===== src/rtl/vta_queue_unpacker.sv =====
// Unpacks wide queue words into RATIO narrower ready/valid beats, least-significant slice first.
// A last-beat handoff reloads the next word in the same cycle, so whole words stream without bubbles.
module vta_queue_unpacker #(
    parameter int IN_W  = 128,
    parameter int OUT_W = 32,
    localparam int RATIO = IN_W / OUT_W,
    localparam int IDX_W = (RATIO > 1) ? $clog2(RATIO) : 1
) (
    input  logic             clock,
    input  logic             reset,
    output logic             io_in_ready,
    input  logic             io_in_valid,
    input  logic [IN_W-1:0]  io_in_bits,
    input  logic             io_flush,
    input  logic             io_out_ready,
    output logic             io_out_valid,
    output logic [OUT_W-1:0] io_out_bits,
    output logic             io_out_last,
    output logic [IDX_W-1:0] io_out_idx
);

    typedef enum logic {EMPTY, DRAIN} state_t;

    localparam logic [IDX_W-1:0] LAST_IDX = IDX_W'(RATIO - 1);

    state_t           state;
    state_t           next_state;
    logic [IDX_W-1:0] idx;
    logic [IN_W-1:0]  hold;
    logic             at_last;
    logic             out_fire;
    logic             in_fire;

    assign at_last  = (state == DRAIN) && (idx == LAST_IDX);
    assign out_fire = (state == DRAIN) && io_out_ready;
    assign in_fire  = io_in_valid && io_in_ready;

    always_ff @(posedge clock) begin
        if (!reset) begin
            state <= EMPTY;
        end else begin
            state <= next_state;
        end
    end

    // Flush wins over a simultaneous last-beat reload.
    always_comb begin
        next_state = state;
        if (io_flush) begin
            next_state = EMPTY;
        end else begin
            case (state)
                EMPTY: if (io_in_valid) next_state = DRAIN;
                DRAIN: if (out_fire && at_last && !io_in_valid) next_state = EMPTY;
                default: next_state = EMPTY;
            endcase
        end
    end

    always_comb begin
        io_out_valid = (state == DRAIN);
        io_out_last  = at_last;
        io_out_idx   = idx;
        io_out_bits  = '0;
        if (state == DRAIN) begin
            io_out_bits = hold[int'(idx) * OUT_W +: OUT_W];
        end
        io_in_ready  = reset && !io_flush && ((state == EMPTY) || (out_fire && at_last));
    end

    always_ff @(posedge clock) begin
        if (!reset) begin
            idx  <= '0;
            hold <= '0;
        end else if (io_flush) begin
            idx <= '0;
        end else if (in_fire) begin
            hold <= io_in_bits;
            idx  <= '0;
        end else if (out_fire) begin
            idx <= at_last ? '0 : idx + IDX_W'(1);
        end
    end

endmodule

===== config.mk =====
export PLATFORM = sky130hd
export DESIGN_NAME = vta_queue_unpacker
export DESIGN_NICKNAME = d
export VERILOG_FILES = /design/src/rtl/vta_queue_unpacker.sv
export SDC_FILE = /design/constraint.sdc
export NUM_CORES = 1
export LEC_CHECK = 0
export BUFFER_PORTS_ARGS = -buffer_cell sky130_fd_sc_hd__buf_2
export CORE_MARGIN = 2
export CORE_UTILIZATION = 40
export CTS_CLUSTER_DIAMETER = 30
export DETAILED_ROUTE_END_ITERATION = 6
export GPL_TIMING_DRIVEN = 0
export SLEW_MARGIN = 20
export SYNTH_ARGS = -nofsm -noshare
export SYNTH_HDL_FRONTEND = slang
export SYNTH_SLANG_ARGS = --single-unit

===== constraint.sdc =====
create_clock -name clock -period 2.4 [get_ports clock]
set_input_delay 0.36 -clock clock [delete_from_list [all_inputs] [get_ports clock]]
set_output_delay 0.36 -clock clock [all_outputs]
set_load 0.01 [all_outputs]

* Word level (Yosys, flattened, before mapping)
Cells that the tools add are included.
** Word-level totals
- Register bits after elaboration :: 131
- Output and inout bits :: 37
- Logic and storage cells :: 27
** Operators by class
- Add/subtract/negate cells :: 1
- Eq/ne operators :: 1
- Shift operators :: 1
- Mux-type cells :: 5
- Bitwise logic cells :: 3
- Reductions and logical operators :: 13
** Operators with widths (count)
- 128-bit by 8-bit indexed part select with 32-bit output :: 1
- 32-bit two-way mux :: 1
- 1-bit logical AND :: 7
- 1-bit inverter :: 3
- 3-bit OR reduction :: 1
- 2-bit by 1-bit adder with 2-bit output, second input constant :: 1
- 2-bit == test, second input constant :: 1
- 1-bit logical NOT :: 2
- 1-bit two-way mux :: 2
- 2-bit two-way mux :: 1
- 1-bit case mux with 2 select lines :: 1
- 2-bit AND reduction :: 1
- 2-bit OR reduction :: 1
- 1-bit logical OR :: 1

* Depth between registers and ports, before layout
Gate-level depths: netlist of run 1.
- Depth after elaboration :: 7
- Depth in mapped cells :: 7

* Worst setup path after synthesis of run 1
OpenSTA, ideal clock, no wires.
- Path type :: reg-to-output
- From :: register idx[0], in the netlist io_out_idx[0]
- To :: output io_out_bits[10]
- Arrival :: 1.607 ns
- Required time :: 2.040 ns
- Slack :: 0.433 ns
- Cell stages (with the launch flop) :: 5
- Cell sequence :: dfxtp_1 buf_2 buf_2 mux4_2 and2_1
** On the way
- Cells in the longest elaborated chain, start to end :: 2
** Ends and longest elaborated chain
- from (decl) :: RTL line 28 : logic [IDX_W-1:0] idx;
- from (signal assigned) :: RTL line 81 : idx <= at_last ? '0 : idx + IDX_W'(1);
- 128-bit by 8-bit indexed part select with 32-bit output :: RTL line 66 : io_out_bits = hold[int'(idx) * OUT_W +: OUT_W];
- 32-bit two-way mux :: RTL line 65 : if (state == DRAIN) begin
- to (decl) :: RTL line 17 : output logic [OUT_W-1:0] io_out_bits,
No other way between the ends.

* Worst setup path after layout of run 1
- From :: register idx[0], in the netlist io_out_idx[0]
- To :: output io_out_bits[11]
Same word-level chain as after synthesis.

==> results of run 1 <==
layer usage:
layer	up-vias	track usage [%]	share of wire, %
li1	2380	-	-
met1	2245	22.3	43
met2	128	35.8	51
met3	27	4.09	4.2
met4	0	9.18	2.5
met5	-	0	0
worst max-delay path: stages, from the launching register on:
cell     delay (ns)
dfxtp_1        0.36
buf_6          0.15
buf_8          0.17
mux4_2         0.51
and2_1         0.18
buf_2          0.14
synthesized netlist by cell type:
library cell    n  area share [%]
clkbuf_1       22             1.3
ha_1            1            0.20
inv_1         128             7.8
nor3b_1         1            0.12
or3b_1          1            0.14
nand2_1       129             7.9
a32oi_1         1            0.14
dfxtp_1       131              43
mux2i_1       130              21
buf_2           5            0.41
a21boi_1        1            0.12
buf_6          14             2.6
nor2_1          5            0.31
and2_1         33             3.4
mux4_2         32              12
nand2b_1        1            0.10
repair_timing:
item | in CTS | in global routing
setup buffers | 0 | 1
pin swaps | 0 | 0
setup endpoints to repair | 29 | 20
gates resized for setup | 17 | 2
state kept, by name, summed over array words and instances (netlist names):
| signal | flops |
|---|---|
| io_out_idx | 2 |
| hold | 128 |
| io_out_valid | 1 |
logic make-up after synthesis:
logic type,after synthesis,share of synthesized area [%]
mux,162,32.9
fa+ha+maj,1,0.203
simple gates,170,11.9
buf+inv,169,12.1
compound gates,2,0.265
flops,131,42.6
stage by stage:
step	hold WS (ns)	instances	power, mW	util (%)
6_report	0.173	1023	5.29	52.0
5_1_grt	0.173	1023	5.49	52.0
4_1_cts	0.156	1022	5.34	51.9
3_5_place_dp	0.452	992	2.89	47.9
3_3_place_gp	0.441	992	2.88	47.9
2_1_floorplan	0.435	635	2.68	-
layout make-up:
class                      instances  area share (%)
clock inverter                     5           0.638
multi-input combinational        335            35.5
tap                              188            3.00
sequential                       131            33.4
clock buffer                      25            6.44
timing repair buffer             170            10.9
inverter                         128            6.12
buffer                            41            4.07
how the worst min path moves through the flow:
stage,start,endpoint,slack [ns]
2_1_floorplan,hold[64]$_SDFFE_PN0P_,hold[64]$_SDFFE_PN0P_,0.43
3_3_place_gp,hold[102]$_SDFFE_PN0P_,hold[102]$_SDFFE_PN0P_,0.44
3_5_place_dp,hold[93]$_SDFFE_PN0P_,hold[93]$_SDFFE_PN0P_,0.45
4_1_cts,io_in_bits[88],hold[88]$_SDFFE_PN0P_,0.16
5_1_grt,io_in_bits[118],hold[118]$_SDFFE_PN0P_,0.17
6_report,io_in_bits[88],hold[88]$_SDFFE_PN0P_,0.17
power by group through the flow:
stage	clock network [mW]	registers, mW	logic [mW]
3_5_place_dp	0	2.40	0.495
6_report	2.44	2.35	0.492
3_3_place_gp	0	2.39	0.482
4_1_cts	2.49	2.35	0.498
5_1_grt	2.58	2.37	0.543
2_1_floorplan	0	2.38	0.297
==> summary.md, run 1 <==
| Metric | Value |
|---|---|
| Status | `completed` |
| Setup repair after global routing missed its margin | `no` |
| Max Cap Viol | `0` |
| Worst R2R End | `hold[30]$_SDFFE_PN0P_` |
| Startpoint class of the critical path | `register` |
| Net Sw Frac | `22.6%` |
| Setup TNS | `0 ns` |
| Critical path class | `reg2out` |
| Setup ws final | `0.119 ns` |
| Gr ovfl total | `0` |
| Max clock buf depth | `2` |
| Antenna violations before repair | `0` |
| Vias in the first global route | `5102` |
| Crit. Startpoint | `io_out_idx[0]$_SDFFE_PP0N_` |
| Initial Util | `40.8%` |
| Die height | `128 um` |
| Gr usage total | `19.8%` |
| Sequential area share after synthesis | `42.6%` |
| TritonCTS buffer count | `17` |
| Ant diodes | `0` |
| Synth Register Bits | `131` |
| Finished Cell Area | `7850 um2` |
| Pin count of the biggest net entering global routing | `17` |
| Worst Setup EP | `io_out_bits[11]` |
| Residual DRC | `0` |
| Placement Rows | `45` |
| Share of layout cells above drive strength 1 | `30.2%` |
| Drt pass-1 iters | `4` |
| Most frequent cells in the layout | `buf_2 (170), dfxtp_1 (131), mux2i_1 (130)` |
| Gpl congestion | `0.805` |
| Clock network power share | `46.2%` |
| Filler Cell Count | `1449` |
| Worst reg2reg path startpoint | `io_out_idx[0]$_SDFFE_PP0N_` |
| Number of port buffers | `169` |
| Routed Antenna Nets | `0` |
| Via/cell ratio | `4.67` |
| Reg2Reg Depth | `7` |
| First-pass GRT wire length | `24400 um` |
| Minimum clock period | `2.28 ns` |
| Arrival time at the worst endpoint | `1.92 ns` |
| P_sw | `1.20 mW` |
| CP Max Fanout | `10` |
| Routed len/inst | `15.3 um` |
| Dpl hpwl | `11600 um` |
| Final worst-path cycle share | `95.0%` |
| Element type at the critical path end | `output pin` |
| CTS clk-pin slew, worst paths | `0.05 ns` |
| Sequential Power Share | `44.5%` |
| Floorplan Core Area | `15100 um2` |
| Root Buffer | `clkbuf_16` |
| Initial drt markers | `199` |
| Top-Level Pins | `170` |
| Worst-margin pin slew | `0.640 ns` |
| Pint | `4.09 mW` |
| Clk_lat worst skew | `0.41 ns` |
| CTS tree | `done` |
| Die area | `16400 um2` |
| Flop2flop setup slack | `0.59 ns` |
| Logic gate share of total power | `9.3%` |
| Routed via count | `4780` |
| CTS hold repair buffers | `0` |
| Final Hold Viols | `0` |
| Overall die width | `128 um` |
| Syn_area_per_cell | `9.69 um2` |
| Worst vdd ir | `0.000487 V` |
| Synth cell types | `16` |
| Synthesized area | `6150 um2` |
| Final net count | `958` |
| Mapped Nets | `769` |
| Sequential cell area | `2620 um2` |
| Max Freq | `438 MHz` |
| Hold depth | `3` |
| Layout area overhead | `27.6%` |
| Max-slew violation count | `0` |
| Setup WS pre-CTS | `0.0126 ns` |
| Crit path required time | `2.04 ns` |
| Clock Sinks | `131` |
| Leakage | `4.54 nW` |
| H-tree depth | `4` |
| Area of the multi-input gates | `2780 um2` |
| Most common cell after layout, fill and taps aside | `buf_2` |
| Slew HR | `57.3%` |
| Warnings from Yosys | `0` |
| Post-Syn Instances | `635` |
| Setup Skew | `0.00375 ns` |
| Final setup fails | `0` |
| Min-delay worst type | `in2reg` |
| Placed inst area | `7230 um2` |
| Post-Route WL | `15700 um` |
| Power Density | `674 nW/um2` |
Power figures use the tool's default switching activity.
==> run 2, diff against run 1 <==
- clock period: 2.4 -> 3 ns (I/O delays scaled with it)
==> summary.md, run 2 (synthesized netlist as in run 1, its figures left out) <==
| Metric | Value |
|---|---|
| Initial drt markers | `183` |
| Max-slew violation count | `0` |
| Post-Route WL | `15700 um` |
| Finished Cell Area | `7790 um2` |
| Gpl congestion | `0.805` |
| Filler Cell Count | `1451` |
| Top-Level Pins | `170` |
| Final cell count without fillers | `1022` |
| CTS clk-pin slew, worst paths | `0.05 ns` |
| Hold depth | `3` |
| Gr ovfl total | `0` |
| Overall die width | `128 um` |
| Setup Skew | `0.00339 ns` |
| Critical path class | `reg2out` |
| Most common cell after layout, fill and taps aside | `buf_2` |
| Minimum clock period | `2.86 ns` |
| Placement Rows | `45` |
| Final net count | `957` |
| Clock network power share | `46.2%` |
| Setup repair after global routing missed its margin | `no` |
| P_sw | `0.961 mW` |
| Min-delay worst type | `in2reg` |
| Max Cap Viol | `0` |
| Dpl cells | `992` |
| Residual DRC | `0` |
| CTS hold repair buffers | `0` |
| Placed inst area | `7230 um2` |
| Hold_ws | `0.262 ns` |
| Post-CTS setup buffers | `0` |
| Vias in the first global route | `5096` |
| Clk_lat worst skew | `0.42 ns` |
| CP Max Fanout | `10` |
| Max clock buf depth | `2` |
| Element type at the critical path end | `output pin` |
| Antenna violations before repair | `0` |
| H-tree depth | `4` |
| Logic gate share of total power | `9.3%` |
| Startpoint class of the critical path | `register` |
| Via/cell ratio | `4.65` |
| CTS tree | `done` |
| Power Density | `544 nW/um2` |
| Pin count of the biggest net entering global routing | `17` |
| Die height | `128 um` |
| Arrival time at the worst endpoint | `2.41 ns` |
| Worst-margin pin slew | `0.732 ns` |
| Sequential Power Share | `44.5%` |
| Status | `completed` |
| Layout area overhead | `26.6%` |
| Max reg flops | `128` |
| Floorplan Core Area | `15100 um2` |
| Number of port buffers | `169` |
| Crit path required time | `2.55 ns` |
| First-pass GRT wire length | `24400 um` |
| Max Freq | `350 MHz` |
| TritonCTS buffer count | `17` |
| Ant diodes | `0` |
| Reg2Reg Depth | `7` |
| Root Buffer | `clkbuf_16` |
| Pint | `3.27 mW` |
| Die area | `16400 um2` |
| Clock Sinks | `131` |
| Leakage | `4.52 nW` |
| Post-CTS resize count | `0` |
| Dpl hpwl | `11600 um` |
| Final setup fails | `0` |
| Worst vdd ir | `0.000392 V` |
| Reg with most FFs | `hold` |
| Routed Antenna Nets | `0` |
| Gr usage total | `19.8%` |
| Slew HR | `51.2%` |
| Share of layout cells above drive strength 1 | `29.6%` |
| Setup TNS | `0 ns` |
| Routed len/inst | `15.4 um` |
| Fin util | `51.6%` |
| Net Sw Frac | `22.7%` |
| Final Hold Viols | `0` |
| Initial Util | `40.8%` |
| Most frequent cells in the layout | `buf_2 (174), dfxtp_1 (131), mux2i_1 (130)` |
| Final worst-path cycle share | `95.3%` |
| Routed via count | `4753` |
| Drt pass-1 iters | `4` |
[run 2: cell types whose count changed in the layout (fill, tap and decap cells not counted)]
cell / delta
clkbuf_1: +4
buf_6: -1
clkbuf_2: -1
buf_4: -1
clkbuf_4: -3
buf_2: +4
buf_12: -1
buf_8: -2
[run 2: worst paths after layout]
| kind | start | end | slack (ns) |
|---|---|---|---|
| hold reg to reg | hold[123]$_SDFFE_PN0P_ | hold[123]$_SDFFE_PN0P_ | 0.46 |
| hold / removal | io_in_bits[88] | hold[88]$_SDFFE_PN0P_ | 0.26 |
| setup / recovery | io_out_idx[1]$_SDFFE_PP0N_ | io_out_bits[11] | 0.14 |
| setup reg to reg | io_out_idx[0]$_SDFFE_PP0N_ | hold[46]$_SDFFE_PN0P_ | 1.20 |
[run 2: layout make-up]
class	count	area, um2	share of cell area, %
Buffer	41	265	3.41
Timing Repair Buffer	169	846	10.9
Sequential cell	131	2620	33.7
Clock buffer	25	505	6.49
Clock inverter	5	50.0	0.643
Multi-Input combinational cell	335	2780	35.7
Inverter	128	480	6.17
Tap cell	188	235	3.02
[run 2: metal layers]
layer	vias to the layer above	GRT usage (%)	routed length, um
met5	-	0	0
met4	0	9.18	425
met3	29	4.22	652
met2	122	35.6	7920
met1	2234	22.4	6730
li1	2368	-	-
[run 2: critical path, stage by stage, from the launching register on]
cell and delay [ns]:
dfxtp_1 0.35, clkbuf_1 0.31, clkbuf_1 0.60, mux4_2 0.41, and2_1 0.19, buf_2 0.14
[run 2: metrics by stage]
step	total power [mW]	setup WS [ns]
CTS	4.27	0.0489
floorplan	2.14	0.943
global placement	2.30	0.540
finish	4.23	0.141
detailed placement	2.32	0.523
global route	4.39	0.00352
[run 2: power by group through the flow]
stage	registers (mW)	logic, mW	clock network, mW
6_report	1.88	0.392	1.96
2_1_floorplan	1.90	0.238	0
3_3_place_gp	1.92	0.386	0
5_1_grt	1.89	0.432	2.06
4_1_cts	1.88	0.397	1.99
3_5_place_dp	1.92	0.396	0
